File: config.mk
export PLATFORM = sky130hd
export DESIGN_NAME = fp_helper_stage
export DESIGN_NICKNAME = d
export VERILOG_FILES = /design/src/rtl/fp_helper_stage.sv
export SDC_FILE = /design/constraint.sdc
export NUM_CORES = 1
export LEC_CHECK = 0
export CAP_MARGIN = 20
export CORE_MARGIN = 3
export CORE_UTILIZATION = 41
export DETAILED_ROUTE_END_ITERATION = 8
export PLACE_DENSITY = 0.87
export SLEW_MARGIN = 20
export SYNTH_ARGS = -nofsm -noshare
export SYNTH_HDL_FRONTEND = slang
export SYNTH_SLANG_ARGS = --single-unit
File: constraint.sdc
create_clock -name clk -period 6.6 [get_ports clk]
set_input_delay 1.32 -clock clk [delete_from_list [all_inputs] [get_ports clk]]
set_output_delay 1.32 -clock clk [all_outputs]
set_load 0.03 [all_outputs]
File: src/rtl/fp_helper_stage.sv
// One-cycle registered stage for the FP adder: operand classification,
// leading-one detection and final rounding, all evaluated in parallel.
module fp_helper_stage #(
    parameter int unsigned EXPONENT_WIDTH   = 8,
    parameter int unsigned MANTISSA_WIDTH   = 23,
    parameter int unsigned ROUND_TO_NEAREST = 1,
    parameter int unsigned ROUNDING_BITS    = 3,
    parameter int unsigned LOD_WIDTH        = MANTISSA_WIDTH + 2 + ROUNDING_BITS,
    localparam int unsigned LOD_POS_W       = (LOD_WIDTH > 1) ? $clog2(LOD_WIDTH) : 1
) (
    input  logic                                     clk,
    input  logic                                     rst,
    input  logic                                     in_valid,
    input  logic [EXPONENT_WIDTH+MANTISSA_WIDTH:0]   operand,
    input  logic [LOD_WIDTH-1:0]                     lod_value,
    input  logic [EXPONENT_WIDTH-1:0]                rnd_exponent,
    input  logic [MANTISSA_WIDTH-1:0]                rnd_mantissa,
    input  logic [ROUNDING_BITS-1:0]                 rnd_bits,
    output logic                                     out_valid,
    output logic                                     is_infinite,
    output logic                                     is_zero,
    output logic                                     is_signaling_nan,
    output logic                                     is_quiet_nan,
    output logic                                     is_subnormal,
    output logic [LOD_POS_W-1:0]                     lod_position,
    output logic                                     lod_found,
    output logic [EXPONENT_WIDTH-1:0]                rounded_exponent,
    output logic [MANTISSA_WIDTH-1:0]                rounded_mantissa,
    output logic                                     round_overflow
);

    localparam int unsigned E = EXPONENT_WIDTH;
    localparam int unsigned M = MANTISSA_WIDTH;
    localparam int unsigned R = ROUNDING_BITS;
    localparam bit IS_E4M3    = (E == 4) && (M == 3);

    logic [E-1:0] op_exp;
    logic [M-1:0] op_man;
    logic         unused_sign;

    assign op_exp      = operand[E+M-1:M];
    assign op_man      = operand[M-1:0];
    assign unused_sign = operand[E+M];

    logic inf_c, zero_c, snan_c, qnan_c, sub_c;

    // Classification; E4M3 has no infinity and a single NaN encoding
    always_comb begin
        inf_c  = 1'b0;
        zero_c = 1'b0;
        snan_c = 1'b0;
        qnan_c = 1'b0;
        sub_c  = 1'b0;
        if (op_exp == '0) begin
            zero_c = (op_man == '0);
            sub_c  = (op_man != '0);
        end else if (&op_exp) begin
            if (IS_E4M3) begin
                qnan_c = &op_man;
            end else begin
                inf_c  = (op_man == '0);
                qnan_c = op_man[M-1];
                snan_c = !op_man[M-1] && (op_man != '0);
            end
        end
    end

    logic [LOD_POS_W-1:0] lod_pos_c;
    logic                 lod_found_c;

    // Leading-one scan: the last hit from LSB upward is the highest set bit
    always_comb begin
        lod_pos_c   = '0;
        lod_found_c = 1'b0;
        for (int i = 0; i < int'(LOD_WIDTH); i++) begin
            if (lod_value[i]) begin
                lod_pos_c   = LOD_POS_W'(i);
                lod_found_c = 1'b1;
            end
        end
    end

    logic         guard, sticky, round_up;
    logic [M:0]   man_sum;
    logic [E:0]   exp_sum;
    logic         ovf_c;
    logic [E-1:0] rnd_exp_c;
    logic [M-1:0] rnd_man_c;

    // Round-to-nearest-even; a mantissa carry bumps the exponent, saturating to infinity
    always_comb begin
        guard     = rnd_bits[R-1];
        sticky    = |rnd_bits[R-2:0];
        round_up  = (ROUND_TO_NEAREST != 0) && guard && (sticky || rnd_mantissa[0]);
        man_sum   = {1'b0, rnd_mantissa} + (M+1)'(round_up);
        exp_sum   = {1'b0, rnd_exponent} + (E+1)'(man_sum[M]);
        ovf_c     = exp_sum[E] || (&exp_sum[E-1:0]);
        rnd_exp_c = ovf_c ? '1 : exp_sum[E-1:0];
        rnd_man_c = ovf_c ? '0 : man_sum[M-1:0];
    end

    always_ff @(posedge clk) begin
        if (rst) begin
            out_valid        <= 1'b0;
            is_infinite      <= 1'b0;
            is_zero          <= 1'b0;
            is_signaling_nan <= 1'b0;
            is_quiet_nan     <= 1'b0;
            is_subnormal     <= 1'b0;
            lod_position     <= '0;
            lod_found        <= 1'b0;
            rounded_exponent <= '0;
            rounded_mantissa <= '0;
            round_overflow   <= 1'b0;
        end else begin
            out_valid <= in_valid;
            if (in_valid) begin
                is_infinite      <= inf_c;
                is_zero          <= zero_c;
                is_signaling_nan <= snan_c;
                is_quiet_nan     <= qnan_c;
                is_subnormal     <= sub_c;
                lod_position     <= lod_pos_c;
                lod_found        <= lod_found_c;
                rounded_exponent <= rnd_exp_c;
                rounded_mantissa <= rnd_man_c;
                round_overflow   <= ovf_c;
            end
        end
    end

endmodule

## Yosys cells after proc, flatten, opt, wreduce, memory -nomap -nowiden

Cells that the tools add are included.

| word-level totals | value |
|---|---|
| register bits after elaboration | 44 |
| bits of input ports | 97 |

| cells by class | value |
|---|---|
| add/sub/neg operators | 2 |
| multiplexer cells | 65 |
| reductions and logical operators | 11 |

Operator list:

| cell | count |
|---|---|
| $mux 5 | 26 |
| $mux 1 | 37 |
| $add 23x1->24 | 1 |
| $logic_not 23->1 | 1 |
| $mux 23 | 1 |
| $reduce_bool 23->1 | 1 |
| $reduce_and 8->1 | 2 |
| $add 8x1->9 | 1 |
| $logic_not 8->1 | 1 |
| $mux 8 | 1 |
| $logic_and 1x1->1 | 2 |
| $logic_or 1x1->1 | 2 |
| $reduce_or 2->1 | 1 |
| $logic_not 1->1 | 1 |

## Longest topological paths before layout

Gate-level depths: netlist of the first run.

| depth | value |
|---|---|
| word-level depth | 28 |
| gate-level depth with buffers | 13 |

## Worst setup path after synthesis of the first run

OpenSTA, ideal clock, no wires.

| timing path | value |
|---|---|
| kind | in2reg |
| start | in rnd_mantissa[0] |
| end | reg rounded_mantissa[12] |
| arrival time | 3,750 ps |
| setup slack | 2,735 ps |
| cell stages on the path | 13 |
| path buffers | 2 |
| cell sequence | nand4_1 > nor2_1 > and3_1 > clkbuf_1 > and4_1 > ha_1 > ha_1 > xnor2_1 > or3_4 > o31ai_4 > or2_4 > buf_12 > o21ai_2 |

| between the ends | value |
|---|---|
| cells in the longest elaborated chain, start to end | 7 |

RTL lines:

| item | line | source |
|---|---|---|
| start, declared | 17 | `input logic [MANTISSA_WIDTH-1:0] rnd_mantissa,` |
| $logic_or 1x1->1 | 94 | `round_up = (ROUND_TO_NEAREST != 0) && guard && (sticky \|\| rnd_mantissa[0]);` |
| $logic_and 1x1->1 | 94 |  |
| $add 23x1->24 * | 95 | `man_sum = {1'b0, rnd_mantissa} + (M+1)'(round_up);` |
| $add 8x1->9 | 96 | `exp_sum = {1'b0, rnd_exponent} + (E+1)'(man_sum[M]);` |
| $reduce_and 8->1 | 97 | `ovf_c = exp_sum[E] \|\| (&exp_sum[E-1:0]);` |
| $logic_or 1x1->1 | 97 |  |
| $mux 23 * | 99 | `rnd_man_c = ovf_c ? '0 : man_sum[M-1:0];` |
| end signal, assigned | 126 | `rounded_mantissa <= rnd_man_c;` |
| end, declared | 28 | `output logic [MANTISSA_WIDTH-1:0] rounded_mantissa,` |

Mark *: on every way between the ends. The rest lies on a longest branch, timed or not.
A chain may end at the register's enable or synchronous reset.

## Worst setup path after layout of the first run

| timing path | value |
|---|---|
| start | in rnd_bits[2] |
| end | reg rounded_mantissa[0] |

| between the ends | value |
|---|---|
| cells in the longest elaborated chain, start to end | 6 |

RTL lines:

| item | line | source |
|---|---|---|
| start, declared | 18 | `input logic [ROUNDING_BITS-1:0] rnd_bits,` |
| $logic_and 1x1->1 * | 94 |  |
| $add 23x1->24 * | 95 |  |
| $add 8x1->9 | 96 |  |
| $reduce_and 8->1 | 97 |  |
| $logic_or 1x1->1 | 97 |  |
| $mux 23 * | 99 |  |

Marks and branches as above.

==> key figures, run 1 <==
CTS
  – Reg clk slew, reported paths: approximately 0.08 ns
  – CTS Sinks: 44
  – Hold buffers post-CTS: 0
  – Clock buffer depth: 2
  – CTS resizes: 0
  – Root buffer cell: clkbuf_8
  – H-tree depth: 2
  – CTS tree: built
  – Setup Buffers After CTS: 0
  – Worst-Skew Late Latency: 0.28 ns
  – Clock buffers created by TritonCTS: 5

STA
  – Slew margin rel.: 48.7%
  – Unrepaired setup endpoints after global routing: no
  – Final slew viol count: 0
  – Layout Skew: 0 ns
  – Worst Tran Pin Value: 0.767 ns
  – Final period util: 68.6%
  – Hold WS: 0.456 ns
  – Setup_tns: 0 ns
  – Setup violations, final: 0
  – Final setup margin: 2.07 ns
  – Max Freq: 221 MHz
  – Final hold vios: 0
  – Min Tclk post-route: 4.53 ns

Drt
  – WL final: 7300 um
  – Vias: 2639
  – Post-DRT Antenna Nets: 0
  – DRC Markers: 0
  – 1st-pass router iterations: 4
  – Routed len/inst: 14.5 um
  – Drt via density: approximately 5.3
  – Initial DRC Count: 88

Place
  – GP Congestion: 0.840
  – Dpl cell area: 3850 sq um
  – Post-DP HPWL: 6020 um
  – PortBufs: 139
  – DP Worst Slack: 1.76 ns

Worst setup path
  – Data required time of the worst path: 6.77 ns
  – Buf/Inv on CP: 1
  – Critical path type: in2reg
  – Critical path, cell by cell: clkdlybuf4s50_1 -> nand4_1 -> nor2_1 -> and3_1 -> and4_1 -> ha_1 -> ha_1 -> xnor2_1 -> or3_4 -> o31ai_4 -> or2_4 -> o21ai_0
  – Top delay family on crit path: simple AND/OR/NAND/NOR gates
  – Slowest CP cell: clkdlybuf4s50_1
  – CP Max Fanout: 23
  – Max incr delay on CP: 0.52 ns
  – Critical Path Start Type: input port
  – Worst Path Arrival: between 4 and 5 ns
  – CP most frequent cell: ha_1
  – Worst Setup End Kind: flip-flop

Hold path
  – Hold Path Class: reg2reg

Power
  – Max VDD drop: 0.106 mV
  – Flop pwr share: 42.8%
  – Pwr dens: 169 nW/um^2
  – Total Power: 671 uW
  – Internal: around 490 uW
  – Net Switching: around 180 uW
  – Net Sw Frac: 27.2%
  – Clock Power Share: 29.9%
  – Leakage power: 0.00141 uW
  – Combinational power share: 27.3%

Synth
  – Syn nets: 392
  – Synthesized cell area: 2430 sq um
  – Avg Inst Size Synth: 8.34 sq um
  – Post-synth top flop: dfxtp_1
  – Post-synthesis adder-cell area fraction: 1.54%
  – Post-synthesis compound-gate area fraction: 19.9%
  – Yosys reg bits: 44
  – Mux share of post-synthesis cell area: 0.411%
  – Async SR Flop Fraction: 0%
  – Post-synthesis xor/xnor area fraction: around a tenth
  – Main combinational cell family by area after synthesis: simple AND/OR/NAND/NOR gates
  – Yosys warns: 0
  – Synth Area in Simple Gates: 28.5%
  – Seq/Total Area, Yosys: 36.2%
  – Synth unique cells: 43
  – Post-synth EDFFs: 0
  – Syn Inst Count: 292

Floorplan
  – Core area: 5640 sq um
  – Initial core utilization: 43.2%
  – DIE AREA: between 6000 and 7000 sq um
  – IO Pins: 141
  – Chip width: 83.1 um
  – Row count: 27
  – Die height: between 80 and 90 um

Layout
  – Design area: 3970 sq um
  – Layout cell share with drive strength beyond 1: 7.91%
  – Layout area overhead: 62.8%
  – ANT cells: 0
  – Sequential cell area: 881 sq um
  – Filler Cell Count: approximately 450
  – Nets: 529
  – Area of the multi-input gates: 1460 sq um

Job
  – Max Cap Viol: 0

Global route
  – Vias in the first global route: 2554
  – Grt ovf: 0
  – Total track usage: a little over a fifth
  – First-pass GRT wire length: roughly 12000 um
  – Initial antenna violation count: 0
  – Maximum number of pins on one net before global-route repair: 29

Status
  – Run status: complete, no violations
## per-layer routing
layer	up-vias	GRT usage, %	wire, um
li1	1326	-	-
met1	1201	23.7	2920
met2	98	37.7	3740
met3	14	5.26	477
met4	0	7.43	159
met5	-	0	0
## worst min-delay path: stages, from the launching register on
cell and delay, ns:
dfxtp_1 0.33, nand2_1 0.06, o21ai_2 0.04
## state kept, by name, summed over array words and instances (netlist names)
signal and flops:
is_subnormal 1, rounded_mantissa 23, out_valid 1, lod_found 1, round_overflow 1, is_quiet_nan 1
rounded_exponent 8, is_zero 1, lod_position 5, is_signaling_nan 1, is_infinite 1
## final timing paths
kind | start | to | slack (ns) | cells after the start
max | rnd_bits[2] | rounded_mantissa[0]$_SDFFE_PP0P_ | 2.07 | 12
max reg2reg | lod_position[1]$_SDFFE_PP0P_ | lod_position[1]$_SDFFE_PP0P_ | 5.81 | 4
min | rounded_mantissa[13]$_SDFFE_PP0P_ | rounded_mantissa[13]$_SDFFE_PP0P_ | 0.46 | 2
min reg2reg | rounded_mantissa[13]$_SDFFE_PP0P_ | rounded_mantissa[13]$_SDFFE_PP0P_ | 0.46 | 2
## final cells by class
cell class / instances / area share (%)
Inverter: 9 / 0.852
Sequential cell: 44 / 22.2
Multi-Input combinational cell: 230 / 36.9
Timing Repair Buffer: 139 / 35.1
Clock buffer: 6 / 1.83
Tap cell: 72 / 2.27
Clock inverter: 2 / 0.884
## power groups by stage
stage / registers [uW] / logic (uW) / clock network (uW)
finish: 287 / 183 / 200
global route: 289 / 195 / 219
CTS: 287 / 184 / 205
global placement: 293 / 180 / 0
floorplan: 323 / 48.6 / 0
detailed placement: 294 / 183 / 0
## cells in the final DEF, fill, tap and decap left out, drive strengths merged, types with 11 or more instances in the layout
cell,count
xnor2,11
xor2,15
nand2,37
nor2,32
dfxtp,44
nor3,13
clkdlybuf4s50,139
nor4,11
o21ai,27
nand3,13
## per-stage QoR
step	utilization, %	cells
floorplan	-	292
global placement	68.3	494
detailed placement	68.3	494
CTS	70.2	502
global route	70.3	502
finish	70.3	502
## synth_stat cells, types with 2 or more instances
| cell type | instances | area [sq um] |
|---|---|---|
| o21ai_0 | 7 | 35.0 |
| a21oi_1 | 6 | 30.0 |
| and3_1 | 8 | 50.1 |
| ha_1 | 3 | 37.5 |
| xor2_1 | 15 | 131 |
| nand2_1 | 37 | 139 |
| buf_12 | 2 | 40.0 |
| clkbuf_1 | 7 | 26.3 |
| o211ai_1 | 2 | 15.0 |
| a211oi_1 | 8 | 60.1 |
| a41oi_1 | 2 | 17.5 |
| nor2_1 | 32 | 120 |
| nor3_1 | 13 | 65.1 |
| xnor2_1 | 11 | 96.3 |
| and4_1 | 3 | 26.3 |
| nor4_1 | 11 | 68.8 |
| a22o_1 | 2 | 17.5 |
| nand3_1 | 12 | 60.1 |
| and2_1 | 2 | 12.5 |
| inv_1 | 9 | 33.8 |
| nand2b_1 | 5 | 31.3 |
| o21bai_1 | 2 | 15.0 |
| o31ai_1 | 3 | 22.5 |
| nand4_1 | 9 | 56.3 |
| o21ai_2 | 20 | 175 |
| dfxtp_1 | 44 | 881 |
## kinds of logic after synthesis
logic type | count (synthesis)
compound gates | 61
simple gates | 139
flops | 44
xor+xnor | 26
fa+ha+maj | 3
buf+inv | 18
mux | 1
Power figures use the tool's default switching activity.
==> run 2: changes to the inputs <==
--- a/config.mk
+++ b/config.mk
@@ -7,9 +7,9 @@
 export LEC_CHECK = 0
 export CAP_MARGIN = 20
 export CORE_MARGIN = 3
-export CORE_UTILIZATION = 41
+export CORE_UTILIZATION = 38
 export DETAILED_ROUTE_END_ITERATION = 8
-export PLACE_DENSITY = 0.87
+export PLACE_DENSITY = 0.81
 export SLEW_MARGIN = 20
 export SYNTH_ARGS = -nofsm -noshare
 export SYNTH_HDL_FRONTEND = slang
==> constraint.sdc (replaced) <==
create_clock -name clk -period 4.8 [get_ports clk]
set_input_delay 0.96 -clock clk [delete_from_list [all_inputs] [get_ports clk]]
set_output_delay 0.96 -clock clk [all_outputs]
set_load 0.03 [all_outputs]
==> run 2 against run 1 <==
Net effect:
- die area increased by 7.3%
- first-iteration DRC count down 9.1%
- global-route usage is 1.2 points lower
- hold slack worse by 0.0014 ns
- total power up 30%
- clock power increased by 12%
- final cell count up 0.80%
==> key figures, run 2 (synthesized netlist as in run 1, its figures left out) <==
STA
  – Setup violations, final: 0 (unchanged)
  – Setup_tns: 0 ns (unchanged)
  – Final setup margin: 0.730 ns (-1.34 ns)
  – Final period util: 84.8%
  – Max Freq: ~250 MHz
  – Layout Skew: 0 ns (unchanged)
  – Min Tclk post-route: 4.07 ns
  – Worst Tran Pin Value: 0.772 ns (+0.00593 ns)
  – Slew margin rel.: 48.3% (-0.40 points)
  – Unrepaired setup endpoints after global routing: no
  – Final hold vios: 0 (unchanged)
  – Final slew viol count: 0 (unchanged)

CTS
  – Root buffer cell: clkbuf_8
  – Hold buffers post-CTS: 0 (unchanged)
  – Worst-Skew Late Latency: 0.30 ns (+0.02 ns)
  – Setup Buffers After CTS: 0 (unchanged)
  – CTS resizes: 0 (unchanged)
  – H-tree depth: 2 (unchanged)
  – CTS Sinks: 44 (unchanged)
  – CTS tree: built
  – Reg clk slew, reported paths: 0.09 ns (about the same)
  – Clock buffers created by TritonCTS: 5 (unchanged)
  – Clock buffer depth: 2 (unchanged)

Place
  – Cells after DPL: 499 (+1.0%)
  – GP Congestion: 0.874 (+4.1%)
  – PortBufs: 139 (unchanged)
  – Post-DP HPWL: 6050 um (+0.58%)
  – Dpl cell area: 3870 sq um (+0.49%)
  – DP Worst Slack: 0.438 ns (-1.32 ns)

Drt
  – DRC Markers: 0 (unchanged)
  – Vias: 2625 (-0.53%)
  – Post-DRT Antenna Nets: 0 (unchanged)
  – 1st-pass router iterations: 4 (unchanged)
  – Routed len/inst: 14.6 um (+0.54%)
  – WL final: 7400 um (+1.3%)
  – Drt via density: 5.19 (-1.3%)
  – Initial DRC Count: 80 (-9.1%)

Layout
  – Sequential cell area: 881 sq um (unchanged)
  – Regs by FF count: rounded_mantissa x23, rounded_exponent x8, lod_position x5
  – Layout cell share with drive strength beyond 1: 8.35% (+0.45 points)
  – Largest register FFs: 23 (unchanged)
  – Final Non-Filler Cells: 506 (+0.80%)
  – Design area: 3960 sq um (-0.19%)
  – Layout area overhead: 62.5%
  – Most common cell after layout, fill and taps aside: clkdlybuf4s50_1
  – Top reg by flops: rounded_mantissa
  – ANT cells: 0 (unchanged)
  – Commonest non-fill, non-tap cells in the layout: clkdlybuf4s50_1, dfxtp_1, nand2_1
  – Filler Cell Count: 564 (+25%)
  – Nets: 531 (+0.38%)
  – Area of the multi-input gates: 1460 sq um (unchanged)

Power
  – Internal: 617 uW (+26%)
  – Leakage power: 0.00141 uW (-0.35%)
  – Combinational power share: 28.9% (+1.6 points)
  – Net Sw Frac: 29.3% (+2.1 points)
  – Pwr dens: 220 nW/um^2 (+30%)
  – Total Power: 872 uW (+30%)
  – Flop pwr share: 45.3% (+2.5 points)
  – Max VDD drop: 0.139 mV (+30%)
  – Net Switching: 255 uW (+40%)
  – Clock Power Share: 25.8% (-4.1 points)

Hold path
  – Hold path cells: 2 (unchanged)
  – Hold Path Sink: rounded_mantissa[12]$_SDFFE_PP0P_
  – Hold Path Class: reg2reg
  – HP Start: rounded_mantissa[12]$_SDFFE_PP0P_

Worst setup path
  – Worst Setup End Kind: flip-flop
  – Max incr delay on CP: 0.55 ns (+0.03 ns)
  – Critical path, cell by cell: clkdlybuf4s50_1 -> and4_1 -> nand2_1 -> nor2_1 -> and4_1 -> ha_1 -> ha_1 -> xnor2_1 -> or3_4 -> o31ai_4 -> or2_4 -> o21ai_0
  – CP Max Fanout: 23 (unchanged)
  – Data required time of the worst path: 4.97 ns (-1.80 ns)
  – Critical path type: in2reg
  – Critical Path Start Type: input port
  – Worst r2r src: lod_position[1]$_SDFFE_PP0P_
  – R2R setup slack: 4.04 ns (-1.77 ns)
  – Slowest CP cell: clkdlybuf4s50_1
  – R2R Path End: lod_position[1]$_SDFFE_PP0P_
  – Worst Path Arrival: 4.24 ns (-0.46 ns)
  – Worst r2r path cells: 4 (unchanged)

Floorplan
  – Chip width: 86.0 um (+3.6%)
  – IO Pins: 141 (unchanged)
  – Die height: 86.0 um (+3.6%)
  – Core area: 6060 sq um (+7.4%)
  – Row count: 28 (+3.7%)
  – Initial core utilization: 40.2% (-3.0 points)
  – DIE AREA: 7400 sq um (+7.3%)

Job
  – Max Cap Viol: 0 (unchanged)

Global route
  – First-pass GRT wire length: 11800 um (-1.7%)
  – Vias in the first global route: 2517 (-1.4%)
  – Maximum number of pins on one net before global-route repair: 29 (unchanged)
  – Total track usage: 19.7% (-1.2 points)
  – Grt ovf: 0 (unchanged)
  – Initial antenna violation count: 0 (unchanged)

Status
  – Run status: complete, no violations
-- run 2: changes by cell type in the layout (fill, tap and decap cells not counted) --
cell,before,now
clkinvlp_4,0,1
clkbuf_1,1,0
bufinv_16,1,0
buf_4,0,2
-- run 2: worst max-delay path, delay by kind of cell --
family / cells / cell delay, ns
AOI/OAI and AO/OA: 2 / 0.46
adders and majority gates: 2 / 0.47
and+or+nand+nor: 6 / 1.67
xor gates and xnor gates: 1 / 0.10
buffers and inverters: 1 / 0.55
-- run 2: worst max path at each step --
stage	endpoint	cells after the start	from
global placement	rounded_mantissa[0]$_SDFFE_PP0P_	12	rnd_mantissa[9]
finish	rounded_mantissa[3]$_SDFFE_PP0P_	12	rnd_mantissa[9]
floorplan	rounded_mantissa[12]$_SDFFE_PP0P_	13	rnd_mantissa[0]
CTS	rounded_mantissa[3]$_SDFFE_PP0P_	12	rnd_mantissa[9]
global route	rounded_mantissa[3]$_SDFFE_PP0P_	12	rnd_mantissa[9]
detailed placement	rounded_mantissa[3]$_SDFFE_PP0P_	12	rnd_mantissa[9]
-- run 2: per-stage QoR --
stage / hold slack (ns) / utilization, %
global placement: 0.436 / 63.9
floorplan: 0.582 / -
finish: 0.455 / 65.3
detailed placement: 0.440 / 63.9
global route: 0.483 / 65.3
CTS: 0.458 / 65.2
-- run 2: metal layers --
| metal | vias up | wire [um] | GRT usage (%) |
|---|---|---|---|
| met5 | - | 0 | 0 |
| met4 | 0 | 107 | 4.75 |
| met3 | 8 | 578 | 5.00 |
| met2 | 97 | 3800 | 36.9 |
| met1 | 1181 | 2910 | 22.1 |
| li1 | 1339 | - | - |
-- run 2: power by group through the flow --
stage | Sequential (uW) | Combinational [uW] | Clock (uW)
CTS | 395 | 253 | 233
detailed placement | 404 | 252 | 0
global route | 398 | 270 | 253
floorplan | 444 | 66.8 | 0
global placement | 403 | 249 | 0
finish | 395 | 252 | 225
-- run 2: layout make-up --
class                      instances  share of cell area (%)
clock buffer                       5                    1.74
clock inverter                     2                   0.316
tap                               75                    2.37
timing repair buffer             141                    35.5
multi-input combinational        230                    36.9
inverter                           9                   0.854
sequential                        44                    22.3
==> run 3: changes to the inputs <==
==> constraint.sdc (replaced) <==
create_clock -name clk -period 3.75 [get_ports clk]
set_input_delay 0.75 -clock clk [delete_from_list [all_inputs] [get_ports clk]]
set_output_delay 0.75 -clock clk [all_outputs]
set_load 0.03 [all_outputs]
==> run 3 against run 2 <==
Net effect:
- clock power rose by 40%
- sequential share of layout area fell by 1.1 points
- utilization rose by 3.4 points
- first-iteration DRC count rose by 3.8%
- hold slack improved by 0.0044 ns
- largest power group unchanged
==> key figures, run 3 (synthesized netlist as in run 1, its figures left out) <==
Status
  – Run status: complete, no violations

CTS
  – Root buffer cell: clkbuf_8
  – Hold buffers post-CTS: 0 (unchanged)
  – Reg clk slew, reported paths: 0.09 ns (about the same)
  – CTS tree: built
  – Clock buffers created by TritonCTS: 5 (unchanged)
  – Clock buffer depth: 2 (unchanged)
  – Setup Buffers After CTS: 0 (unchanged)
  – CTS Sinks: 44 (unchanged)
  – Worst-Skew Late Latency: 0.30 ns (about the same)
  – CTS resizes: 0 (unchanged)
  – H-tree depth: 2 (unchanged)

Layout
  – Nets: 555 (+4.5%)
  – Area of the multi-input gates: 1460 sq um (-0.34%)
  – Layout cell share with drive strength beyond 1: 13.4% (+5.0 points)
  – Top reg by flops: rounded_mantissa
  – Layout area overhead: 70.9%
  – Regs by FF count: rounded_mantissa x23, rounded_exponent x8, lod_position x5
  – Filler Cell Count: 496 (-12%)
  – ANT cells: 0 (unchanged)
  – Sequential cell area: 881 sq um (unchanged)
  – Most common cell after layout, fill and taps aside: clkdlybuf4s50_1
  – Post-Route Utilization: 68.7% (+3.4 points)
  – Largest register FFs: 23 (unchanged)
  – Commonest non-fill, non-tap cells in the layout: clkdlybuf4s50_1, dfxtp_1, nand2_1

Floorplan
  – Initial core utilization: 40.2% (unchanged)
  – Core area: 6060 sq um (unchanged)
  – IO Pins: 141 (unchanged)
  – Chip width: 86.0 um (unchanged)
  – DIE AREA: 7400 sq um (unchanged)
  – Row count: 28 (unchanged)
  – Die height: 86.0 um (unchanged)

Drt
  – Drt via density: 5.12 (-1.3%)
  – Vias: 2720 (+3.6%)
  – WL final: 7600 um (+2.7%)
  – DRC Markers: 0 (unchanged)
  – Routed len/inst: 14.3 um (-2.1%)
  – Post-DRT Antenna Nets: 0 (unchanged)
  – 1st-pass router iterations: 4 (unchanged)
  – Initial DRC Count: 83 (+3.8%)

Worst setup path
  – CP Max Fanout: 15 (-35%)
  – Critical Path Start Type: input port
  – Critical path type: in2reg
  – Worst r2r path cells: 4 (unchanged)
  – Worst Setup End Kind: flip-flop
  – R2R setup slack: 2.97 ns (-1.07 ns)
  – Worst Path Arrival: 3.61 ns (-0.63 ns)
  – Data required time of the worst path: 3.93 ns (-1.04 ns)

Place
  – GP Congestion: 0.885 (+1.2%)
  – Post-DP HPWL: 6360 um (+5.0%)
  – PortBufs: 139 (unchanged)

STA
  – Final hold vios: 0 (unchanged)
  – Hold WS: 0.459 ns (+0.00441 ns)
  – Min Tclk post-route: 3.43 ns
  – Worst Tran Pin Value: 0.642 ns (-0.131 ns)
  – Final period util: 91.6%
  – Layout Skew: 0 ns (unchanged)
  – Max Freq: 291 MHz
  – Final slew viol count: 0 (unchanged)
  – Setup_tns: 0 ns (unchanged)
  – Setup violations, final: 0 (unchanged)
  – Unrepaired setup endpoints after global routing: no
  – Slew margin rel.: 57.2% (+8.8 points)

Global route
  – Vias in the first global route: 2690 (+6.9%)
  – Initial antenna violation count: 0 (unchanged)
  – Maximum number of pins on one net before global-route repair: 19 (-34%)
  – Grt ovf: 0 (unchanged)
  – Total track usage: 20.3% (+0.58 points)
  – First-pass GRT wire length: 12100 um (+3.0%)

Power
  – Leakage power: 0.00153 uW (+8.9%)
  – Max VDD drop: 0.163 mV (+17%)
  – Pwr dens: 279 nW/um^2 (+26%)

Hold path
  – Hold path cells: 2 (unchanged)
  – Hold Path Class: reg2reg

Job
  – Max Cap Viol: 0 (unchanged)
==> run 3: cell count changes in the layout (fill, tap and decap cells not counted) <==
| cell | before | now |
|---|---|---|
| clkbuf_8 | 5 | 6 |
| clkinvlp_4 | 1 | 2 |
| nor2_4 | 1 | 0 |
| buf_4 | 2 | 25 |
| nor2_2 | 0 | 1 |
| clkinv_2 | 1 | 0 |
| buf_12 | 0 | 1 |
==> run 3: worst max-delay path, stage by stage <==
cell,delay (ns)
clkdlybuf4s50_1,0.50
nand4_1,0.15
nor2_1,0.16
and3_1,0.23
and4_1,0.24
ha_1,0.21
ha_1,0.20
xnor2_1,0.09
or3_4,0.38
o31ai_4,0.25
or2_4,0.18
buf_12,0.15
o21ai_0,0.10
==> run 3: layout make-up <==
type,instances,share of cell area [%]
repair buffers,165,38.4
multi-input cells,230,35.0
flip-flops and latches,44,21.2
well taps,75,2.25
clock buffers,6,1.98
inverters,9,0.812
clock inverters,2,0.361
==> run 3: path summary, 6_finish.rpt <==
| kind | endpoint | startpoint |
|---|---|---|
| worst max register to register | lod_position[1]$_SDFFE_PP0P_ | lod_position[1]$_SDFFE_PP0P_ |
| worst min register to register | rounded_mantissa[5]$_SDFFE_PP0P_ | rounded_mantissa[5]$_SDFFE_PP0P_ |
| worst max-delay path | rounded_mantissa[2]$_SDFFE_PP0P_ | rnd_mantissa[0] |
| worst min-delay path | rounded_mantissa[5]$_SDFFE_PP0P_ | rounded_mantissa[5]$_SDFFE_PP0P_ |
==> run 3: power breakdown <==
part | switching [uW] | total [uW] | leakage, uW | internal [uW]
Sequential | 12.1 | 505 | 0.000363 | 493
Combinational | 157 | 340 | 0.00113 | 183
Clock | 165 | 315 | 0.0000434 | 149
==> run 3: stage by stage <==
step	cell area, sq um	worst slack (ns)	power [uW]	instances
2_1_floorplan	2430	0.455	654	292
3_3_place_gp	4060	0.0599	851	523
3_5_place_dp	4060	-0.00378	857	523
4_1_cts	4160	0.301	1180	531
5_1_grt	4160	0.0881	1230	531
6_report	4160	0.316	1160	531
==> run 3: per-layer routing <==
metal,GRT usage (%),wire (um)
met1,22.5,2920
met2,38.5,3990
met3,4.13,524
met4,6.19,161
met5,0,0
